`config.mk`:
```
export PLATFORM = sky130hd
export DESIGN_NAME = pwm_multi_channel_flat
export DESIGN_NICKNAME = d
export VERILOG_FILES = /design/src/rtl/pwm_multi_channel_if.sv /design/src/rtl/pwm_multi_channel.sv /design/src/flat_wrapper.sv
export SDC_FILE = /design/constraint.sdc
export NUM_CORES = 1
export LEC_CHECK = 0
export CAP_MARGIN = 20
export CORE_MARGIN = 2
export CORE_UTILIZATION = 45
export DETAILED_ROUTE_END_ITERATION = 8
export PLACE_DENSITY = 0.68
export SYNTH_ARGS = -nofsm -noshare
export SYNTH_HDL_FRONTEND = slang
export SYNTH_SLANG_ARGS = --single-unit
```
`constraint.sdc`:
```
create_clock -name clk -period 3.99 [get_ports clk]
set_input_delay 0.798 -clock clk [delete_from_list [all_inputs] [get_ports clk]]
set_output_delay 0.798 -clock clk [all_outputs]
set_load 0.01 [all_outputs]
```
`src/rtl/pwm_multi_channel_if.sv`:
```
// Bus bundle for pwm_multi_channel.
// master : the config source (software-facing register block or bench).
//          Drives enable/load and the shadow config values, observes outputs.
// slave  : the PWM generator itself.
// Signals:
//   enable, load, center_mode, period, prescale, duty, polarity  (master -> slave)
//   pwm_out, period_start, load_ack                              (slave -> master)
interface pwm_multi_channel_if #(
  parameter int NUM_CH  = 4,
  parameter int CNT_W   = 8,
  parameter int PRESC_W = 8
);
  logic                      enable;
  logic                      load;
  logic                      center_mode;
  logic [CNT_W-1:0]          period;
  logic [PRESC_W-1:0]        prescale;
  logic [NUM_CH*CNT_W-1:0]   duty;
  logic [NUM_CH-1:0]         polarity;
  logic [NUM_CH-1:0]         pwm_out;
  logic                      period_start;
  logic                      load_ack;

  modport master (
    output enable, load, center_mode, period, prescale, duty, polarity,
    input  pwm_out, period_start, load_ack
  );

  modport slave (
    input  enable, load, center_mode, period, prescale, duty, polarity,
    output pwm_out, period_start, load_ack
  );
endinterface

```
`src/rtl/pwm_multi_channel.sv`:
```
// N-channel PWM generator sharing one prescaled timebase.
// Edge-aligned (0..TOP) or centre-aligned (0..TOP..1) counting, per-channel
// polarity, and double-buffered config: a load pulse fills the shadow set,
// which is copied to the active set only at a period boundary (or at once
// while the timebase is disabled), acknowledged by a one-clock load_ack.
// Ports:
//   clk  - clock, all logic on posedge
//   rst  - asynchronous active-high reset
//   bus  - pwm_multi_channel_if.slave: config inputs, pwm_out,
//          period_start and load_ack outputs (all outputs registered)
module pwm_multi_channel #(
  parameter int NUM_CH  = 4,
  parameter int CNT_W   = 8,
  parameter int PRESC_W = 8
) (
  input  logic               clk,
  input  logic               rst,
  pwm_multi_channel_if.slave bus
);

  localparam logic [CNT_W-1:0]   CNT_ONE   = CNT_W'(1);
  localparam logic [PRESC_W-1:0] PRESC_ONE = PRESC_W'(1);

  function automatic logic [NUM_CH-1:0] compare_duty(
    input logic [CNT_W-1:0]        cnt,
    input logic [NUM_CH*CNT_W-1:0] duty
  );
    logic [NUM_CH-1:0] raw;
    raw = '0;
    for (int i = 0; i < NUM_CH; i++) begin
      raw[i] = (cnt < duty[i*CNT_W +: CNT_W]);
    end
    return raw;
  endfunction

  logic [PRESC_W-1:0]      presc_cnt_q, presc_cnt_d;
  logic [CNT_W-1:0]        cnt_q, cnt_d;
  logic                    dir_down_q, dir_down_d;
  logic                    pending_q, pending_d;

  logic [NUM_CH*CNT_W-1:0] sh_duty_q, sh_duty_d, act_duty_q, act_duty_d;
  logic [CNT_W-1:0]        sh_period_q, sh_period_d, act_period_q, act_period_d;
  logic [PRESC_W-1:0]      sh_presc_q, sh_presc_d, act_presc_q, act_presc_d;
  logic                    sh_center_q, sh_center_d, act_center_q, act_center_d;
  logic [NUM_CH-1:0]       sh_pol_q, sh_pol_d, act_pol_q, act_pol_d;

  logic [NUM_CH-1:0]       pwm_out_q, pwm_out_d;
  logic                    period_start_q, period_start_d;
  logic                    load_ack_q, load_ack_d;

  logic tick, centre, going_down, boundary, xfer;

  assign tick       = (presc_cnt_q == act_presc_q);
  // TOP=0 in centre mode degenerates to edge counting.
  assign centre     = act_center_q && (act_period_q != '0);
  // In centre mode the step taken from TOP is already downward.
  assign going_down = dir_down_q || (cnt_q == act_period_q);
  assign boundary   = centre ? (going_down && (cnt_q == CNT_ONE))
                             : (cnt_q == act_period_q);
  // A load in the same clock as the boundary is applied at that boundary.
  assign xfer       = (pending_q || bus.load) && (!bus.enable || (tick && boundary));

  always_comb begin
    presc_cnt_d    = presc_cnt_q;
    cnt_d          = cnt_q;
    dir_down_d     = dir_down_q;
    pending_d      = pending_q;
    sh_duty_d      = sh_duty_q;
    sh_period_d    = sh_period_q;
    sh_presc_d     = sh_presc_q;
    sh_center_d    = sh_center_q;
    sh_pol_d       = sh_pol_q;
    act_duty_d     = act_duty_q;
    act_period_d   = act_period_q;
    act_presc_d    = act_presc_q;
    act_center_d   = act_center_q;
    act_pol_d      = act_pol_q;
    pwm_out_d      = pwm_out_q;
    period_start_d = 1'b0;
    load_ack_d     = xfer;

    if (bus.load) begin
      sh_duty_d   = bus.duty;
      sh_period_d = bus.period;
      sh_presc_d  = bus.prescale;
      sh_center_d = bus.center_mode;
      sh_pol_d    = bus.polarity;
    end

    if (xfer) begin
      act_duty_d   = sh_duty_d;
      act_period_d = sh_period_d;
      act_presc_d  = sh_presc_d;
      act_center_d = sh_center_d;
      act_pol_d    = sh_pol_d;
      pending_d    = 1'b0;
    end else begin
      pending_d    = pending_q | bus.load;
    end

    if (!bus.enable) begin
      presc_cnt_d = '0;
      cnt_d       = '0;
      dir_down_d  = 1'b0;
      pwm_out_d   = act_pol_q;
    end else begin
      pwm_out_d      = compare_duty(cnt_q, act_duty_q) ^ act_pol_q;
      // cnt=0 with a fresh prescaler is the first clock of a period.
      period_start_d = (cnt_q == '0) && (presc_cnt_q == '0);
      if (tick) begin
        presc_cnt_d = '0;
        if (boundary) begin
          cnt_d      = '0;
          dir_down_d = 1'b0;
        end else if (centre && going_down) begin
          cnt_d      = cnt_q - CNT_ONE;
          dir_down_d = 1'b1;
        end else begin
          cnt_d      = cnt_q + CNT_ONE;
          dir_down_d = 1'b0;
        end
      end else begin
        presc_cnt_d = presc_cnt_q + PRESC_ONE;
      end
    end
  end

  always_ff @(posedge clk or posedge rst) begin
    if (rst) begin
      presc_cnt_q    <= '0;
      cnt_q          <= '0;
      dir_down_q     <= 1'b0;
      pending_q      <= 1'b0;
      sh_duty_q      <= '0;
      sh_period_q    <= '1;
      sh_presc_q     <= '0;
      sh_center_q    <= 1'b0;
      sh_pol_q       <= '0;
      act_duty_q     <= '0;
      act_period_q   <= '1;
      act_presc_q    <= '0;
      act_center_q   <= 1'b0;
      act_pol_q      <= '0;
      pwm_out_q      <= '0;
      period_start_q <= 1'b0;
      load_ack_q     <= 1'b0;
    end else begin
      presc_cnt_q    <= presc_cnt_d;
      cnt_q          <= cnt_d;
      dir_down_q     <= dir_down_d;
      pending_q      <= pending_d;
      sh_duty_q      <= sh_duty_d;
      sh_period_q    <= sh_period_d;
      sh_presc_q     <= sh_presc_d;
      sh_center_q    <= sh_center_d;
      sh_pol_q       <= sh_pol_d;
      act_duty_q     <= act_duty_d;
      act_period_q   <= act_period_d;
      act_presc_q    <= act_presc_d;
      act_center_q   <= act_center_d;
      act_pol_q      <= act_pol_d;
      pwm_out_q      <= pwm_out_d;
      period_start_q <= period_start_d;
      load_ack_q     <= load_ack_d;
    end
  end

  assign bus.pwm_out      = pwm_out_q;
  assign bus.period_start = period_start_q;
  assign bus.load_ack     = load_ack_q;

endmodule

```
`src/flat_wrapper.sv`:
```
// flat-port wrapper written by rule: the top's interface ports become plain ports
module pwm_multi_channel_flat 
#(
  parameter int NUM_CH  = 4,
  parameter int CNT_W   = 8,
  parameter int PRESC_W = 8
)
  (clk, rst, bus_enable, bus_load, bus_center_mode, bus_period, bus_prescale, bus_duty, bus_polarity, bus_pwm_out, bus_period_start, bus_load_ack);
  pwm_multi_channel_if #(.NUM_CH(NUM_CH), .CNT_W(CNT_W), .PRESC_W(PRESC_W)) bus_i ();
  input  logic clk;
  input  logic rst;
  input wire logic [$bits(bus_i.enable)-1:0] bus_enable;
  input wire logic [$bits(bus_i.load)-1:0] bus_load;
  input wire logic [$bits(bus_i.center_mode)-1:0] bus_center_mode;
  input wire logic [$bits(bus_i.period)-1:0] bus_period;
  input wire logic [$bits(bus_i.prescale)-1:0] bus_prescale;
  input wire logic [$bits(bus_i.duty)-1:0] bus_duty;
  input wire logic [$bits(bus_i.polarity)-1:0] bus_polarity;
  output wire logic [$bits(bus_i.pwm_out)-1:0] bus_pwm_out;
  output wire logic [$bits(bus_i.period_start)-1:0] bus_period_start;
  output wire logic [$bits(bus_i.load_ack)-1:0] bus_load_ack;
  assign bus_i.enable = bus_enable;
  assign bus_i.load = bus_load;
  assign bus_i.center_mode = bus_center_mode;
  assign bus_i.period = bus_period;
  assign bus_i.prescale = bus_prescale;
  assign bus_i.duty = bus_duty;
  assign bus_i.polarity = bus_polarity;
  assign bus_pwm_out = bus_i.pwm_out;
  assign bus_period_start = bus_i.period_start;
  assign bus_load_ack = bus_i.load_ack;
  pwm_multi_channel #(.NUM_CH(NUM_CH), .CNT_W(CNT_W), .PRESC_W(PRESC_W)) u_core (.clk(clk), .rst(rst), .bus(bus_i));
endmodule
```
==> summary.md <==
| Metric | Value |
|---|---|
| Power per cell area | 498 mW/mm^2 |
| Worst hold path type | flop to flop |
| Cells after synthesis | 478 |
| Crit Path Class | flop to flop |
| Synthesis-to-layout area growth | 21.1% |
| First-pass iteration count of the detailed router | 6 |
| Most frequent cells in the layout | dfrtp_1, clkdlybuf4s50_1, mux2_2, mux2_4, inv_1 |
| Fin Setup TNS | 0 ns |
| Pin count of the biggest net entering global routing | 131 |
| Simple-Gate Fraction of Synth Area | about 5.4% |
| Global route overflow | 0 |
| Final period util | about three quarters |
| Post-synth EDFFs | 0 |
| Longest Clk Path Bufs | 2 |
| Max-Slew Margin vs Limit | 49.7% |
| CP Capture Type | flop |
| Seq/Total Area, Yosys | 51.4% |
| Startpoint types | flop |
| DIE WIDTH | approximately 120 um |
| First-pass GRT wire length | slightly above 20 mm |
| Post-synthesis adder-cell area fraction | 6.68% |
| Final core utilization | 55.8% |
| Tightest Pin Transition | between 0.7 and 0.8 ns |
| Most common cell after layout, fill and taps aside | dfrtp_1 |
| Peak supply drop | between 0.3 and 0.4 mV |
| DR WL/cell | roughly 17 um |
| Initial DRC count | between 200 and 250 |
| Antenna-violating nets left | 0 |
| Worst skew pair latency | 0.41 ns |
| Worst path arrival time | ~3.3 ns |
| Top_reg_cell synth | dfrtp_1 |
| CTS tree | done |
| Status | completed |
| IO buf count | 62 |
| Post-synthesis mux area share | about 22% |
| Clock buffer count from CTS | 17 |
| Synth warn | 0 |
| Final setup violation count | 0 |
| Largest family of logic cells by synthesized area | multiplexers |
| GPL Wtd Cong | just under 0.9 |
| Clock skew | between 0.008 and 0.009 ns |
| Worst-path fanout max | 31 |
| H-tree Lvls | 4 |
| Post-Syn Nets | 569 |
| Compound-Gate Fraction of Synth Area | under 10% |
| Unrepaired setup endpoints after global routing | no |
| CTS Root Buffer Type | clkbuf_16 |
| Post-Route WL | between 10 and 15 mm |
| Layout cells sized above 1 | 27.5% |
| Die Ht | ~120 um |
| Syn Area/Cell | about 13 um^2 |
| Vias in the first global route | around 4,100 |
| Starting Density | 46.1% |
| Remaining DRCs | 0 |
| Dpl hpwl | 8.24 mm |
| Post-synth cell types | 42 |
| # IOs | 63 |
| Clock Pin Slew Worst Setup and Hold Paths | ~0.050 ns |
| Final Max Slew Viols | 0 |
| Average vias per placed instance | around 5.2 |
| Mapped cell area | 0.00637 mm^2 |
| Core area | ~0.014 mm^2 |
| ANT cells | 0 |
| Post-Synth XOR/XNOR Area | between 3 and 4% |
| Initial antenna violation count | 0 |
| Final nets | ~640 |
| Die Footprint | ~0.015 mm^2 |
| Async set-or-reset flop fraction in the synthesized netlist | 100% |
| Post-CTS setup buffer count | 0 |
| CTS sink cnt | 130 |
| Total track usage | 18.2% |
| Vias | slightly below 4,000 |
| Hold_buf cts | 0 |
| Crit path required time | about 4.3 ns |
| Total of max-cap violations | 0 |
| P_leak | 3.52 nW |
| Post-CTS Resized | 0 |
| Final hold vios | 0 |
| Site row count | 43 |
| Achievable Freq | 0.332 GHz |
| Yosys reg bits | 130 |
| Tmin final | ~3 ns |
-- final timing paths --
check | start | end | slack (ns) | cells after the start
max in group asynchronous | rst | u_core.presc_cnt_q[5] | 2.56 | 3
min in group asynchronous | rst | u_core.sh_duty_q[26] | 0.92 | 3
setup / recovery | u_core.act_period_q[5] | u_core.act_duty_q[25] | 0.98 | 7
hold reg to reg | u_core.act_pol_q[2] | u_core.bus.pwm_out[2] | 0.48 | 1
setup reg to reg | u_core.act_period_q[5] | u_core.act_duty_q[25] | 0.98 | 7
hold / removal | u_core.act_pol_q[2] | u_core.bus.pwm_out[2] | 0.48 | 1
-- logic make-up after synthesis --
group                      count (synthesis)
and+or+nand+nor                           64
xor gates and xnor gates                  28
DFF                                      130
AOI/OAI and AO/OA                         61
muxes                                    106
buffers and inverters                     55
adders and majority gates                 34
-- metal layers --
metal	global-route usage, %	vias up	share of wire, %
met5	0	-	0
met4	7.90	0	1.8
met3	5.44	16	5.8
met2	28.6	110	48
met1	23.3	1917	44
li1	-	1836	-
-- cell type report --
cell class	count	area [um^2]
well taps	180	225
clock inverters	5	50.0
fillers	1144	6120
multi-input cells	293	2830
inverters	38	146
repair buffers	66	671
flip-flops and latches	130	3270
clock buffers	27	513
-- worst max-delay path, cell delays in order, from the launching register on --
cell and delay, ns:
dfstp_2 0.38, or4_4 0.54, o21ai_2 0.42, a21o_1 0.17
a31o_1 0.21, o21a_4 0.54, buf_12 0.29, mux2_4 0.32
-- stage by stage --
step	hold slack [ns]	worst slack [ns]	instance area [um^2]	total power, W	std cells
after floorplan	0.440	1.57	6370	0.00217	478
after global placement	0.470	0.997	7150	0.00237	707
after detailed placement	0.473	0.916	7150	0.00240	707
after CTS	0.488	0.962	7710	0.00389	739
after global routing	0.501	0.820	7710	0.00405	739
final	0.479	0.977	7710	0.00384	739
-- power breakdown --
part	switching, W	internal [W]	leakage [nW]
sequential	0.000136	0.00153	1.54
combinational	0.000294	0.000419	1.70
clock	0.000524	0.000935	0.281
-- flip-flops by register name (all words and copies together) (netlist names), 8 cells and up --
name / flops
u_core.act_period_q: 8
u_core.act_presc_q: 8
u_core.sh_period_q: 8
u_core.presc_cnt_q: 8
u_core.act_duty_q: 32
u_core.sh_presc_q: 8
u_core.sh_duty_q: 32
u_core.cnt_q: 8
-- synth_stat cells, types with 10 or more instances --
master	count	area, um^2
dfrtp_1	114	2850
inv_1	38	143
mux2_2	53	597
xnor2_1	14	123
ha_1	34	425
a21oi_1	10	50.1
xor2_1	14	123
dfstp_2	16	420
mux2_4	49	736
clkbuf_1	10	37.5
nor2_1	16	60.1
Power figures use the tool's default switching activity.
